--- config.mk ---
export PLATFORM = sky130hd
export DESIGN_NAME = ps2_typing_input
export DESIGN_NICKNAME = d
export VERILOG_FILES = /design/src/rtl/ps2_pkg.sv /design/src/rtl/ps2_frame_rx.sv /design/src/rtl/ps2_typing_input.sv
export SDC_FILE = /design/constraint.sdc
export NUM_CORES = 1
export LEC_CHECK = 0
export ABC_CLOCK_PERIOD_IN_PS = 3500
export CAP_MARGIN = 20
export CORE_ASPECT_RATIO = 2
export CORE_MARGIN = 4
export CORE_UTILIZATION = 35
export DETAILED_ROUTE_END_ITERATION = 16
export PLACE_DENSITY = 0.58
export RECOVER_POWER = 100
export SETUP_SLACK_MARGIN = 0.5
export SLEW_MARGIN = 10
export SYNTH_ARGS = -nofsm -noshare
export SYNTH_HDL_FRONTEND = slang
export SYNTH_SLANG_ARGS = --single-unit
--- constraint.sdc ---
create_clock -name clk -period 3.5 [get_ports clk]
set_input_delay 0.7 -clock clk [delete_from_list [all_inputs] [get_ports clk]]
set_output_delay 0.7 -clock clk [all_outputs]
set_load 0.1 [all_outputs]
--- src/rtl/ps2_pkg.sv ---
// Shared constants, FSM state types and the set-2 scancode to ASCII map
// used by the PS/2 typing input block.
package ps2_pkg;

  localparam logic [7:0] SC_BREAK = 8'hF0;
  localparam logic [7:0] SC_EXT   = 8'hE0;

  typedef enum logic [1:0] {
    F_IDLE,
    F_SHIFT,
    F_CHECK
  } frame_state_t;

  typedef enum logic [1:0] {
    S_MAKE,
    S_BREAK,
    S_EXT,
    S_EXT_BREAK
  } sc_state_t;

  // Returns {valid, ascii}; only letters and space are mapped
  function automatic logic [8:0] sc_to_ascii(input logic [7:0] code);
    logic [8:0] r;
    r = 9'h000;
    case (code)
      8'h1C: r = {1'b1, 8'h41};
      8'h32: r = {1'b1, 8'h42};
      8'h21: r = {1'b1, 8'h43};
      8'h23: r = {1'b1, 8'h44};
      8'h24: r = {1'b1, 8'h45};
      8'h2B: r = {1'b1, 8'h46};
      8'h34: r = {1'b1, 8'h47};
      8'h33: r = {1'b1, 8'h48};
      8'h43: r = {1'b1, 8'h49};
      8'h3B: r = {1'b1, 8'h4A};
      8'h42: r = {1'b1, 8'h4B};
      8'h4B: r = {1'b1, 8'h4C};
      8'h3A: r = {1'b1, 8'h4D};
      8'h31: r = {1'b1, 8'h4E};
      8'h44: r = {1'b1, 8'h4F};
      8'h4D: r = {1'b1, 8'h50};
      8'h15: r = {1'b1, 8'h51};
      8'h2D: r = {1'b1, 8'h52};
      8'h1B: r = {1'b1, 8'h53};
      8'h2C: r = {1'b1, 8'h54};
      8'h3C: r = {1'b1, 8'h55};
      8'h2A: r = {1'b1, 8'h56};
      8'h1D: r = {1'b1, 8'h57};
      8'h22: r = {1'b1, 8'h58};
      8'h35: r = {1'b1, 8'h59};
      8'h1A: r = {1'b1, 8'h5A};
      8'h29: r = {1'b1, 8'h20};
      default: r = 9'h000;
    endcase
    return r;
  endfunction

endpackage

--- src/rtl/ps2_frame_rx.sv ---
// PS/2 frame receiver: input synchronizers, clock glitch filter, 11-bit
// frame shift/check and a mid-frame watchdog.
module ps2_frame_rx
  import ps2_pkg::*;
#(
  parameter int unsigned TIMEOUT_CYCLES = 100000,
  parameter int unsigned FILTER_LEN     = 4
) (
  input  logic       clk,
  input  logic       rst,
  input  logic       ps2_clk,
  input  logic       ps2_data,
  output logic [7:0] rx_byte,
  output logic       byte_valid,
  output logic       frame_err
);

  localparam int unsigned FW = (FILTER_LEN > 1) ? $clog2(FILTER_LEN) : 1;
  localparam int unsigned TW = $clog2(TIMEOUT_CYCLES + 1);

  logic [1:0]    clk_sync;
  logic [1:0]    data_sync;
  logic          filt;
  logic          filt_d;
  logic [FW-1:0] filt_cnt;
  logic          fall_c;

  frame_state_t  state;
  frame_state_t  state_nx;
  logic [9:0]    shreg;
  logic [3:0]    bit_cnt;
  logic [TW-1:0] wd_cnt;
  logic          wd_expired_c;
  logic          frame_ok_c;
  logic          byte_valid_c;
  logic          frame_err_c;

  // Both lines idle high, so synchronizers and filter reset to 1
  always_ff @(posedge clk or posedge rst) begin
    if (rst) begin
      clk_sync  <= 2'b11;
      data_sync <= 2'b11;
      filt      <= 1'b1;
      filt_d    <= 1'b1;
      filt_cnt  <= '0;
    end else begin
      clk_sync  <= {clk_sync[0], ps2_clk};
      data_sync <= {data_sync[0], ps2_data};
      filt_d    <= filt;
      if (clk_sync[1] == filt) begin
        filt_cnt <= '0;
      end else if (filt_cnt == FW'(FILTER_LEN - 1)) begin
        filt     <= clk_sync[1];
        filt_cnt <= '0;
      end else begin
        filt_cnt <= filt_cnt + FW'(1);
      end
    end
  end

  assign fall_c       = filt_d & ~filt;
  assign wd_expired_c = (wd_cnt == TW'(TIMEOUT_CYCLES - 1));
  // Odd parity over data+parity bits, stop bit high
  assign frame_ok_c   = shreg[9] & (^shreg[8:0]);

  always_ff @(posedge clk or posedge rst) begin
    if (rst) state <= F_IDLE;
    else     state <= state_nx;
  end

  always_comb begin
    state_nx = state;
    case (state)
      F_IDLE:  if (fall_c && !data_sync[1]) state_nx = F_SHIFT;
      F_SHIFT: begin
        if (fall_c) begin
          if (bit_cnt == 4'd9) state_nx = F_CHECK;
        end else if (wd_expired_c) begin
          state_nx = F_IDLE;
        end
      end
      F_CHECK: state_nx = F_IDLE;
      default: state_nx = F_IDLE;
    endcase
  end

  always_comb begin
    byte_valid_c = 1'b0;
    frame_err_c  = 1'b0;
    case (state)
      F_IDLE:  frame_err_c = fall_c & data_sync[1];
      F_SHIFT: frame_err_c = ~fall_c & wd_expired_c;
      F_CHECK: begin
        byte_valid_c = frame_ok_c;
        frame_err_c  = ~frame_ok_c;
      end
      default: ;
    endcase
  end

  // LSB-first shift: after 10 samples shreg = {stop, parity, data[7:0]}
  always_ff @(posedge clk or posedge rst) begin
    if (rst) begin
      shreg      <= '0;
      bit_cnt    <= '0;
      wd_cnt     <= '0;
      rx_byte    <= '0;
      byte_valid <= 1'b0;
      frame_err  <= 1'b0;
    end else begin
      byte_valid <= byte_valid_c;
      frame_err  <= frame_err_c;
      if (byte_valid_c) rx_byte <= shreg[7:0];
      if (state == F_SHIFT) begin
        if (fall_c) begin
          shreg   <= {data_sync[1], shreg[9:1]};
          bit_cnt <= bit_cnt + 4'd1;
          wd_cnt  <= '0;
        end else begin
          wd_cnt  <= wd_cnt + TW'(1);
        end
      end else begin
        bit_cnt <= '0;
        wd_cnt  <= '0;
      end
    end
  end

endmodule

--- src/rtl/ps2_typing_input.sv ---
// Keyboard producer for the typing game: decodes PS/2 make/break scancodes
// into uppercase ASCII, counting accepted keypresses.
module ps2_typing_input
  import ps2_pkg::*;
#(
  parameter int unsigned TIMEOUT_CYCLES = 100000,
  parameter int unsigned FILTER_LEN     = 4
) (
  input  logic       clk,
  input  logic       reset,
  input  logic       ps2_clk,
  input  logic       ps2_data,
  input  logic       clear,
  output logic [7:0] letter,
  output logic [7:0] counter,
  output logic       key_valid,
  output logic       frame_err
);

  logic [7:0] rx_byte;
  logic       byte_valid;
  sc_state_t  sc_state;
  sc_state_t  sc_nx;
  logic [7:0] last_make;
  logic [8:0] map_c;
  logic       accept_c;
  logic       release_c;

  ps2_frame_rx #(
    .TIMEOUT_CYCLES(TIMEOUT_CYCLES),
    .FILTER_LEN    (FILTER_LEN)
  ) u_frame_rx (
    .clk       (clk),
    .rst       (reset),
    .ps2_clk   (ps2_clk),
    .ps2_data  (ps2_data),
    .rx_byte   (rx_byte),
    .byte_valid(byte_valid),
    .frame_err (frame_err)
  );

  always_ff @(posedge clk or posedge reset) begin
    if (reset) sc_state <= S_MAKE;
    else       sc_state <= sc_nx;
  end

  always_comb begin
    sc_nx = sc_state;
    if (byte_valid) begin
      case (sc_state)
        S_MAKE: begin
          if (rx_byte == SC_BREAK)    sc_nx = S_BREAK;
          else if (rx_byte == SC_EXT) sc_nx = S_EXT;
        end
        S_BREAK:     sc_nx = S_MAKE;
        S_EXT:       sc_nx = (rx_byte == SC_BREAK) ? S_EXT_BREAK : S_MAKE;
        S_EXT_BREAK: sc_nx = S_MAKE;
      endcase
    end
  end

  // A make equal to last_make is typematic repeat and is dropped
  always_comb begin
    map_c     = sc_to_ascii(rx_byte);
    accept_c  = 1'b0;
    release_c = 1'b0;
    if (byte_valid) begin
      case (sc_state)
        S_MAKE:  accept_c  = map_c[8] && (rx_byte != last_make) &&
                             (rx_byte != SC_BREAK) && (rx_byte != SC_EXT);
        S_BREAK: release_c = (rx_byte == last_make);
        default: ;
      endcase
    end
  end

  // clear wins over a same-cycle accept but leaves sc_state alone
  always_ff @(posedge clk or posedge reset) begin
    if (reset) begin
      letter    <= '0;
      counter   <= '0;
      key_valid <= 1'b0;
      last_make <= '0;
    end else if (clear) begin
      letter    <= '0;
      counter   <= '0;
      key_valid <= 1'b0;
      last_make <= '0;
    end else begin
      key_valid <= accept_c;
      if (accept_c) begin
        letter    <= map_c[7:0];
        last_make <= rx_byte;
        if (counter != 8'hFF) counter <= counter + 8'd1;
      end else if (release_c) begin
        last_make <= '0;
      end
    end
  end

endmodule

==> results of run 1 <==
==> stage by stage <==
step                hold slack, ps  power, mW  util (%)  worst slack [ps]
finish                         355       2.60      40.8               599
global route                   361       2.75      40.8               267
CTS                            356       2.66      41.0               631
detailed placement             347       1.76      38.6               648
global placement               346       1.74      38.4               705
floorplan                      345       1.61         -               843
==> synth_stat cells (8+ instances only) <==
library cell,number
nor2_1,41
nand2b_1,11
nand3_1,24
mux2_1,9
nor3_1,12
xnor2_1,21
clkbuf_1,13
ha_1,12
dfrtp_1,71
nor2b_1,10
mux2_2,11
inv_1,10
nand4_1,9
o21ai_0,11
mux2i_1,8
xor2_1,12
o31ai_1,9
nand2_1,34
a21oi_1,12
==> where the power goes <==
| part | internal (mW) | switching [mW] | total (mW) | leakage (nW) |
|---|---|---|---|---|
| Sequential | 1.02 | 0.116 | 1.14 | 1.03 |
| Clock | 0.506 | 0.376 | 0.882 | 0.133 |
| Combinational | 0.269 | 0.315 | 0.584 | 0.858 |
| Total | 1.79 | 0.807 | 2.60 | 2.02 |
==> per-layer routing <==
layer | global-route usage [%] | share of wire [%]
met5 | 0 | 0
met1 | 13.8 | 36
met3 | 2.74 | 2.8
met4 | 9.51 | 4.6
met2 | 27.3 | 57
==> layout make-up <==
type	count	share of cell area, %
multi-input cells	305	42.8
flip-flops and latches	77	40.8
repair buffers	30	5.44
clock buffers	11	5.12
well taps	145	3.83
inverters	14	1.13
clock inverters	5	0.871
==> critical path, cell delays in order (launching register included) <==
cell and delay, ps:
dfrtp_1 590, inv_1 200, ha_1 330, nor2b_1 210
o21bai_1 150, a21oi_1 140, a211o_1 460, nor4_1 360
mux2_1 350
==> how the worst min path moves through the flow <==
stage                                 from                     end  slack (ps)  depth (start not counted)
floorplan           u_frame_rx.clk_sync[0]  u_frame_rx.clk_sync[1]         350                          0
global placement    u_frame_rx.clk_sync[0]  u_frame_rx.clk_sync[1]         350                          0
detailed placement  u_frame_rx.clk_sync[0]  u_frame_rx.clk_sync[1]         350                          0
CTS                 u_frame_rx.clk_sync[0]  u_frame_rx.clk_sync[1]         360                          0
global route        u_frame_rx.clk_sync[0]  u_frame_rx.clk_sync[1]         360                          0
finish              u_frame_rx.clk_sync[0]  u_frame_rx.clk_sync[1]         360                          0
==> cell families after synthesis <==
kind of cell,synth area share [%]
DFF,46.7
buffers and inverters,4.32
xor gates and xnor gates,7.52
other,0.0905
AOI/OAI and AO/OA,11.2
muxes,7.37
and+or+nand+nor,19.2
adders and majority gates,3.62
==> timing repair <==
item,4_1_cts,5_1_grt
resized for setup,0,2
hold buffers,0,0
setup endpoints to repair,0,3
buffers inserted,0,0
==> flip-flops by register name, indices dropped and copies added (netlist names), 2 cells and up <==
register and flops:
counter 8, last_make 8, letter 7, sc_state 2
u_frame_rx.bit_cnt 4, u_frame_rx.clk_sync 2, u_frame_rx.data_sync 2, u_frame_rx.filt_cnt 2
u_frame_rx.rx_byte 8, u_frame_rx.shreg 10, u_frame_rx.state 2, u_frame_rx.wd_cnt 17
==> results.tsv, run 1 <==
metric	value	unit
status	complete, but fails checks	
violations	capacitance limit, slew limit	
hold_path.class	register to register	
setup_viol	0	
syn-instance-count	419	
ff_latch_area	0.00193	mm2
netlist_area	0.00414	mm2
max_freq	345	MHz
rrSetupSlack	600	ps
synth_flop_cell	dfrtp_1	
clk_pin_slew	60	ps
die_area	0.0138	mm2
numCtsBuffers	9	
area_growth	14.4	%
reg2reg_depth	8	
final_cell_mix	71 x dfrtp_1, 41 x nor2_1, 34 x nand2_1	
diodes	0	
clk_latency	340	ps
initialDrtViolationCount	98	
fin_crit_sh	82.9	%
finalNetCount	454	
synth_area_per_cell	9.89	um2
clockRootBuffer	clkbuf_16	
drc	0	
track_usage	14.5	%
synthDistinctLibCells	59	
grt_setup_unrepaired	no	
yosysSeqAreaShare	46.7	%
cp-start-kind	register	
final_common_cell	dfrtp_1	
fp-row-count	56	
routed_wl	9460	um
postPlaceCellArea	0.00449	mm2
h-tree-depth	3	
finish.instance_area	0.00474	mm2
ios	23	
fillers	1206	
gp_congestion	0.898	
synthTopCellsByArea	dfrtp_1 43%, xnor2_1 4.4%, dfstp_2 3.8%	
multiInputGateArea	0.00203	mm2
worstPathArrival	3120	ps
synth_edf_count	0	
dpl.cell_count	571	
r2r_end	counter[5]	
dpl.hpwl	7090	um
worst-setup-path-type	register to register	
fin_cells	587	
cap_viol_max_count	1	
critPathLaunch	u_frame_rx.rx_byte[1]	
port_buffers	21	
core	0.0116	mm2
die_h	162	um
clock-sinks	77	
async_reset_ff_share	100	%
yosysWarnings	0	
dr.pass1.iters	4	
critPathRequiredTime	3720	ps
clock_skew	8.94	ps
critical_path.max_fanout	15	
syn_nets	436	
drv_slew	36	
fin_crit	2900	ps
setup_tns	0	ps
endpoint	counter[5]	
initial_core_util	35.6	%
cellPowerDensity	549	mW/mm2
max_slew.worst_pin.slew	1540	ps
ant_nets	0	
ir_drop	291	uV
first_global_vias	3288	
cts_tree	built	
post_drt_via_cell_ratio	5.33	
routedWlPerCell	16.1	um
synth-seq-cells	77	
cts_buffer_depth	2	
grt-ovfl-total	0	
num_vias	3131	
layout-drive-gt1-share	9.95	%
die_width	84.9	um
crit-reg2reg-launch	u_frame_rx.rx_byte[1]	
antenna_found_initial	0	
hold_viol	0	
grt_max_degree	36	
end_kind	register	
synth_top_area_share	42.9	%
grt_pass1_wl	15900	um
synth_area_leader_cell	dfrtp_1	
p_leak	2.02	nW
relSlewSlack	-3.10	%
Note: power is estimated with default switching activity, not from simulation.
==> run 2, diff against run 1 <==
--- a/config.mk
+++ b/config.mk
@@ -5,7 +5,7 @@
 export SDC_FILE = /design/constraint.sdc
 export NUM_CORES = 1
 export LEC_CHECK = 0
-export ABC_CLOCK_PERIOD_IN_PS = 3500
+export ABC_CLOCK_PERIOD_IN_PS = 2800
 export CAP_MARGIN = 20
 export CORE_ASPECT_RATIO = 2
 export CORE_MARGIN = 4
==> constraint.sdc (replaced) <==
create_clock -name clk -period 2.8 [get_ports clk]
set_input_delay 0.56 -clock clk [delete_from_list [all_inputs] [get_ports clk]]
set_output_delay 0.56 -clock clk [all_outputs]
set_load 0.1 [all_outputs]
==> results.tsv, run 2 (same netlist as run 1, synthesis figures left out) <==
metric	value	unit
status	complete, no violations	
drv_slew	0	
relSlewSlack	21.0	%
critPathRequiredTime	3020	ps
wl_met2	5630	um
grt_pass1_wl	15900	um
clockRootBuffer	clkbuf_16	
initial_core_util	35.6	%
grt_max_degree	55	
setup_tns	0	ps
initialDrtViolationCount	135	
postPlaceCellArea	0.00451	mm2
die_area	0.0138	mm2
post_drt_via_cell_ratio	5.35	
hold_viol	0	
final_common_cell	dfrtp_1	
num_vias	3249	
holdPathStages	0	
core	0.0116	mm2
numCtsBuffers	9	
layout-drive-gt1-share	18.2	%
clk_latency	340	ps
cellPowerDensity	661	mW/mm2
fp-row-count	56	
hp-start	u_frame_rx.data_sync[0]	
ant_nets	0	
port_buffers	21	
cts_tree	built	
ios	23	
reg2reg_depth	8	
worst-setup-path-type	register to register	
max_slew.worst_pin.slew	1190	ps
fin_crit	2440	ps
finish.instance_area	0.00487	mm2
route.layer.met1.wl	3400	um
diodes	0	
cts_buffer_depth	2	
antenna_found_initial	0	
worstPathArrival	2660	ps
drc	0	
r2r_end	counter[5]	
critical_path.max_fanout	7	
routedWlPerCell	16.0	um
final_cell_mix	63 x dfrtp_1, 41 x nor2_1, 32 x nand2_1	
grt_setup_unrepaired	yes	
reg_top3	u_frame_rx.wd_cnt: 17 flops, u_frame_rx.shreg: 10 flops	
cap_viol_max_count	0	
die_h	162	um
layout_setup_ws	361	ps
p_leak	2.04	nW
die_width	84.9	um
dp_slack	278	ps
largest_reg_flops	17	
first_global_vias	3316	
dpl.hpwl	7080	um
wl_met3	313	um
clk_pin_slew	60	ps
largest_register	u_frame_rx.wd_cnt	
setup_viol	0	
h-tree-depth	3	
postCtsHoldBufs	0	
dr.pass1.iters	4	
hold_path_end	u_frame_rx.data_sync[1]	
cp-start-kind	register	
rrSetupSlack	360	ps
crit-reg2reg-launch	u_frame_rx.rx_byte[1]	
routed_wl	9700	um
track_usage	14.7	%
clock_skew	9.40	ps
clock-sinks	77	
fin_crit_sh	87.1	%
finalNetCount	474	
fillers	1188	
area_growth	17.4	%
grt-ovfl-total	0	
gp_congestion	0.863	
hold_path.class	register to register	
end_kind	register	
ir_drop	372	uV
routed.top_layer	met4	
max_freq	410	MHz
[run 2: worst max-delay path by stage]
stage	slack (ps)	cells after the start	start	end
4_1_cts	500	8	u_frame_rx.rx_byte[1]	counter[4]
6_report	360	8	u_frame_rx.rx_byte[1]	counter[5]
3_3_place_gp	360	9	u_frame_rx.rx_byte[0]	counter[0]
2_1_floorplan	500	4	counter[6]	counter[5]
5_1_grt	230	8	u_frame_rx.rx_byte[1]	counter[5]
3_5_place_dp	280	9	u_frame_rx.rx_byte[0]	counter[0]
[run 2: critical path, cell delays in order, from the launching register on]
cell and delay, ps:
dfrtp_1 400, buf_6 150, ha_1 200, mux2i_1 90
o41ai_1 350, a21oi_2 80, a211o_1 350, nor4_1 340
mux2_1 360
[run 2: per-stage QoR]
stage | std cells | total power, mW | util (%) | hold WS (ps)
floorplan | 419 | 2.01 | - | 345
global placement | 576 | 2.17 | 38.7 | 347
detailed placement | 576 | 2.20 | 38.7 | 349
CTS | 601 | 3.31 | 42.2 | 358
global route | 607 | 3.41 | 41.8 | 364
finish | 607 | 3.22 | 41.8 | 358
[run 2: routing by layer]
metal / vias to the layer above / global-route usage, %
met3: 28 / 3.10
li1: 1540 / -
met1: 1606 / 13.6
met2: 75 / 28.3
met5: - / 0
met4: 0 / 8.57
[run 2: area by class of cell]
type | count | area, um2 | area share (%)
clock inverters | 7 | 48.8 | 1.00
flip-flops and latches | 77 | 1940 | 40.0
well taps | 145 | 181 | 3.73
repair buffers | 50 | 342 | 7.02
multi-input cells | 305 | 2070 | 42.5
clock buffers | 9 | 225 | 4.63
inverters | 14 | 56.3 | 1.16
[run 2: report_power, final]
group          switching (mW)  total (mW)  internal (mW)
clock network           0.471        1.07          0.602
registers               0.148        1.42           1.28
logic                   0.387       0.720          0.333
total                    1.01        3.22           2.21
[run 2: timing repair]
action                                  CTS  global route
pin swaps                                 4             6
endpoints found under the setup margin   26            11
resized for setup                        18             8
buffers inserted                          9             6
